`src/rtl/powlib_unpack.sv`:
```
// Width down-converter: one R*W-bit word in, R W-bit beats out, LS beat first.
// Optional rdlast output enabled by defining POWLIB_UNPACK_LAST_EN.
module powlib_unpack #(
    parameter int W    = 8,
    parameter int R    = 4,
    parameter int EDBG = 0,
    parameter     ID   = "UNPACK"
) (
    input  logic           clk,
    input  logic           rst,
    input  logic [W*R-1:0] wrdata,
    input  logic           wrvld,
    output logic           wrrdy,
    output logic [W-1:0]   rddata,
    output logic           rdvld,
    input  logic           rdrdy
`ifdef POWLIB_UNPACK_LAST_EN
    ,
    output logic           rdlast
`endif
);

    localparam int             CW    = (R > 1) ? $clog2(R) : 1;
    localparam logic [CW-1:0]  CNT_L = CW'(R - 1);

    if (R < 2 || W < 1) begin : g_bad_cfg
        $fatal(1, "%s: illegal configuration R=%0d W=%0d (need R>=2, W>=1)", ID, R, W);
    end

    logic           busy_q, busy_d;
    logic [CW-1:0]  cnt_q, cnt_d;
    logic [W*R-1:0] hold_q, hold_d;
    logic           last;
    logic           wrinc;
    logic           rdinc;

    assign wrinc = wrvld && wrrdy;
    assign rdinc = rdvld && rdrdy;

    always_ff @(posedge clk or posedge rst) begin
        if (rst) begin
            busy_q <= 1'b0;
            cnt_q  <= '0;
            hold_q <= '0;
        end else begin
            busy_q <= busy_d;
            cnt_q  <= cnt_d;
            hold_q <= hold_d;
        end
    end

    // The last beat and a new word may complete together: reload without a bubble.
    always_comb begin
        busy_d = busy_q;
        cnt_d  = cnt_q;
        hold_d = hold_q;
        if (!busy_q) begin
            if (wrinc) begin
                hold_d = wrdata;
                cnt_d  = '0;
                busy_d = 1'b1;
            end
        end else if (rdinc) begin
            if (cnt_q == CNT_L) begin
                cnt_d = '0;
                if (wrinc) begin
                    hold_d = wrdata;
                end else begin
                    busy_d = 1'b0;
                end
            end else begin
                cnt_d = cnt_q + CW'(1);
            end
        end
    end

    // Explicit beat mux so indices >= R are never selected for non-power-of-2 R.
    always_comb begin
        rdvld  = busy_q && !rst;
        last   = busy_q && !rst && (cnt_q == CNT_L);
        wrrdy  = !rst && (!busy_q || (last && rdrdy));
        rddata = '0;
        for (int i = 0; i < R; i++) begin
            if (cnt_q == CW'(i)) begin
                rddata = hold_q[i*W +: W];
            end
        end
        if (rst) begin
            rddata = '0;
        end
    end

`ifdef POWLIB_UNPACK_LAST_EN
    assign rdlast = last;
`endif

    if (EDBG != 0) begin : g_dbg
        always_ff @(posedge clk) begin
            if (!rst && wrinc) begin
                $display("%s: accept word %h", ID, wrdata);
            end
            if (!rst && rdinc) begin
`ifdef POWLIB_UNPACK_LAST_EN
                $display("%s: beat %0d data %h rdlast %b", ID, cnt_q, rddata, last);
`else
                $display("%s: beat %0d data %h", ID, cnt_q, rddata);
`endif
            end
        end
    end

endmodule
```
`config.mk`:
```
export PLATFORM = sky130hd
export DESIGN_NAME = powlib_unpack
export DESIGN_NICKNAME = d
export VERILOG_FILES = /design/src/rtl/powlib_unpack.sv
export SDC_FILE = /design/constraint.sdc
export NUM_CORES = 1
export LEC_CHECK = 0
export CORE_ASPECT_RATIO = 0.7
export CORE_UTILIZATION = 40
export CTS_CLUSTER_DIAMETER = 80
export DETAILED_ROUTE_END_ITERATION = 10
export PLACE_DENSITY = 0.67
export SETUP_SLACK_MARGIN = 0.2
export SLEW_MARGIN = 20
export SYNTH_ARGS = -nofsm -noshare
export SYNTH_HDL_FRONTEND = slang
export SYNTH_SLANG_ARGS = --single-unit
```
`constraint.sdc`:
```
create_clock -name clk -period 5 [get_ports clk]
set_input_delay 1.5 -clock clk [delete_from_list [all_inputs] [get_ports clk]]
set_output_delay 1.5 -clock clk [all_outputs]
set_load 0.05 [all_outputs]
```
# After elaboration in Yosys (flattened, before gate mapping)
# Index checks and enable logic that the tools add are counted.
classes:
  add_sub_neg: 1
  n_eq_ne: 5
  n_mux: 17
  reduce_logical: 13
ops:
  columns: ["cell", "n"]
  rows:
  - ["32-bit two-way mux", 4]
  - ["8-bit two-way mux", 5]
  - ["2-bit two-way mux", 4]
  - ["1-bit logical AND", 6]
  - ["2-bit equality test (second input constant)", 2]
  - ["1-bit two-way mux", 4]
  - ["2-bit by 1-bit != test with 1-bit output (second input constant)", 2]
  - ["2-bit AND reduction", 2]
  - ["2-bit by 1-bit adder with 2-bit output (second input constant)", 1]
  - ["2-bit by 1-bit equality test with 1-bit output (second input constant)", 1]
  - ["1-bit logical NOT", 2]
  - ["2-bit logical NOT", 1]
  - ["2-bit nonzero test", 1]
  - ["1-bit logical OR", 1]
word_totals:
  regBits: 35
  input_bits: 36
  output_inout_bits: 10
  wordCells: 39

# Logic depth before layout (Yosys ltp)
depth:
  word_depth: 11
  depth_mapped: 7
  ltp_nobuf: 5

# Least setup slack after synthesis
# Ideal clock, no wire load.
synth_timing:
  kind: "input -> output"
  startpoint: "in rst"
  endpoint: "out rddata[0]"
  t_arrival_ps: 3401
  t_required_ps: 3500
  setup_slack_ps: 99
  stages: 2
  n_path_buf: 1
  cell_sequence: "clkbuf_1 -> o41ai_1"
synth_via:
  elab_chain_len: 1
synth_rtl:
  columns: ["item", "line", "source"]
  rows:
  - ["from (decl)", "10", "input logic rst,"]
  - ["8-bit two-way mux", "88", "if (rst) begin"]
  - ["to (decl)", "14", "output logic [W-1:0] rddata,"]
# Every way passes these cells.

# Worst setup path after layout
layout_timing:
  startpoint: "in rdrdy"
  endpoint: "out wrrdy"
layout_via:
  elab_chain_len: 3
layout_rtl:
  columns: ["item", "line", "source"]
  rows:
  - ["from (decl)", "16", "input logic rdrdy"]
  - ["1-bit logical AND", "81", "wrrdy = !rst && (!busy_q || (last && rdrdy));"]
  - ["1-bit logical OR", "81", null]
  - ["1-bit logical AND", "81", null]
  - ["to (decl)", "13", "output logic wrrdy,"]
# Every way passes these cells.

==> key figures <==
Run status
  – Status: completed

GRT
  – Overflow after GRT: 0
  – Vias in the first global route: 1343
  – Global-route wire length before repair: 6672 um
  – Initial antenna violation count: 0
  – Gr usage total: 0.1813
  – Largest net degree at the start of global routing: 22

Worst setup path
  – Crit. End Element: output pin
  – Max FO, Critical Path: 4
  – Worst EP required: 3.50 ns
  – Worst EP arrival: 3.10 ns
  – Critical path launch point type: primary input
  – Kind of critical path: in2out

Yosys
  – Yosys warns: 0
  – #FFs+latches synth: 35
  – Post-synthesis compound-gate area fraction: 0.1051
  – Cells after Synth: 133
  – Simple-gate share of the synthesized area: 0.07542
  – Sequential share of the synthesized area: 0.4714
  – Post-synth cell types: 28
  – Main combinational cell family by area after synthesis: multiplexers
  – Post-synthesis xor/xnor area fraction: 0
  – Multiplexer share of the synthesized area: 0.2599
  – Syn_nets: 173
  – Post-Syn Area per Cell: 13.97 um^2
  – Synth Area in Adders: 0.02694
  – Synthesized area: 1858 um^2

Placement
  – I/O Buffers: 45
  – Pre-CTS WS: 0.4097 ns
  – # placed instances: 229
  – Placed wire-length estimate: 2859 um
  – Placer Congestion: 0.8004

CTS
  – Maximum buffer depth of the clock tree: 2
  – Num CTS Buffers: 5
  – Sink Count: 35
  – Clock Pin Slew Worst Setup and Hold Paths: 0.06 ns
  – Post-CTS setup repair buffer count: 0
  – Clock root buffer: clkbuf_8
  – CTS resizes: 0
  – CTS HTree Levels: 2
  – Worst-Skew Late Latency: 0.28 ns
  – CTS Hold Bufs: 0
  – TritonCTS clock tree: built

Layout
  – Diode count: 0
  – Area Overhead vs Synth: 27.68%
  – Final core occ: 0.5386
  – Final nets: 221
  – Area of the multi-input gates: 868.3 um^2
  – Fin cells: 235
  – Share of cells above drive strength 1: 0.2944
  – Fillers: 376
  – Register Area: 875.8 um^2

STA
  – Hold_ws: 0.5148 ns
  – Worst Tran Pin Value: 0.6514 ns
  – Setup Viol. Count Final: 0
  – Crit path time final: 4.601 ns
  – Final setup TNS: 0 ns
  – Setup ws final: 0.3989 ns
  – Fmax: 217.3 MHz
  – Final hold vios: 0
  – Clock skew: 0.003255 ns
  – Max-slew headroom: 0.5657
  – RSZ-0062 raised after global routing: false
  – Crit share post-route: 0.9202
  – Final Max Tran Viols: 0

Power and ir drop
  – Reg power frac: 0.366
  – Sw Ratio: 0.3856
  – Pleak: 1.032 nW
  – Clock share of power: 0.130
  – Peak VDD IR: 0.2923 mV
  – Total internal power: 0.8745 mW
  – Comb pwr share: 0.505
  – Switching Power: 0.5489 mW
  – Pwr per Cell Area: 600.0 nW/um^2

Floorplanning
  – Full die area: 4926 um^2
  – Starting density of the core: 0.4219
  – Number of top-level pins: 46
  – Die width: 83.46 um
  – FP Rows: 20
  – Chip height: 59.02 um
  – Core ar.: 4404 um^2

Route
  – Antenna-violating nets left: 0
  – First-pass iteration count of the detailed router: 4
  – Met2 routed WL: 1635 um
  – Vias: 1239
  – Vias/cell: 5.272
  – Met3 WL: 240 um
  – WL final: 3928 um
  – DRC: 0
  – Routed WL per cell: 16.71 um
  – Initial DRC Count: 41
  – Metal1 wirelength: 2012 um
  – Max layer used: met4

Worst hold path
  – Path category of the worst min-delay check: reg2reg

Flow run
  – Max Cap Violations: 0
==> cell usage in the layout, fill, tap and decap left out, types with 2 or more instances in the layout <==
master,netlist,routed
buf_4,1,13
ha_1,4,4
o41ai_1,7,7
a22o_1,2,2
mux2_4,30,30
o21ai_0,3,3
clkdlybuf4s50_1,0,37
dfrtp_1,35,35
mux2_2,2,2
nand3_1,7,7
a221oi_1,7,7
nand2_1,2,2
nor2b_1,9,9
clkbuf_8,0,5
nand2b_1,2,2
inv_1,4,4
==> layout make-up <==
type	instances	share of cell area
flip-flops and latches	35	0.3692
multi-input cells	84	0.3660
repair buffers	50	0.1973
clock buffers	6	0.03059
well taps	55	0.02901
inverters	5	0.007911
==> sequential cells by signal, indices dropped and copies added, names as in the netlist <==
name    count
cnt_q       2
busy_q      1
hold_q     32
==> metrics by stage <==
stage	instance area (um^2)	total power [mW]
floorplan	1858	1.064
global placement	2300	1.220
detailed placement	2300	1.238
CTS	2372	1.435
global route	2372	1.514
finish	2372	1.423
==> worst paths after layout <==
kind,from,to,slack [ns],cells past startpoint
hold reg to reg,hold_q[15]$_DFFE_PP0P_,hold_q[15]$_DFFE_PP0P_,0.51,1
max in group asynchronous,rst,hold_q[12]$_DFFE_PP0P_,2.83,3
hold / removal,hold_q[15]$_DFFE_PP0P_,hold_q[15]$_DFFE_PP0P_,0.51,1
min in group asynchronous,rst,hold_q[19]$_DFFE_PP0P_,1.58,2
setup / recovery,rdrdy,wrrdy,0.40,4
setup reg to reg,cnt_q[0]$_DFFE_PP0P_,hold_q[17]$_DFFE_PP0P_,2.48,5
==> worst max-delay path, stage by stage <==
cell	delay, ns
clkdlybuf4s50_1	0.58
a21boi_4	0.10
nor2_1	0.12
clkdlybuf4s50_1	0.81
==> cell families (layout without fill, tap and decap cells) <==
family / count (synthesis) / count (layout)
flops: 35 / 35
simple gates: 24 / 24
buf+inv: 14 / 61
mux: 33 / 33
fa+ha+maj: 4 / 4
compound gates: 23 / 23
==> Yosys cell counts <==
library cell	number	area [um^2]
clkbuf_1	3	11.26
a21oi_1	1	5.000
nor3_1	1	5.000
a221oi_1	7	61.31
nor2b_1	9	56.30
dfrtp_1	35	875.8
buf_6	1	11.26
a32o_1	1	10.01
buf_4	1	7.510
buf_12	3	60.06
a22o_1	2	17.52
inv_1	4	15.01
o41ai_1	7	61.31
nor2_1	1	3.750
nand2b_1	2	12.51
mux2_2	2	22.52
o22ai_1	1	6.260
nand2_1	2	7.510
a21boi_4	1	18.77
clkbuf_2	1	5.000
ha_1	4	50.05
nor2_4	1	11.26
nor2b_2	1	8.760
clkinv_1	1	3.750
mux2i_1	1	10.01
mux2_4	30	450.4
nand3_1	7	35.03
o21ai_0	3	15.01
==> layer usage <==
layer	vias to the layer above	global-route usage
met2	40	0.2693
met1	608	0.2554
met5	-	0
met4	0	0.05811
li1	584	-
met3	7	0.05710
==> power groups by stage <==
stage	combinational, mW	sequential, mW	clock [mW]
2_1_floorplan	0.576	0.488	0
3_3_place_gp	0.703	0.517	0
3_5_place_dp	0.714	0.524	0
4_1_cts	0.722	0.522	0.191
5_1_grt	0.771	0.539	0.204
6_report	0.718	0.521	0.184
Note: power is estimated with default switching activity, not from simulation.
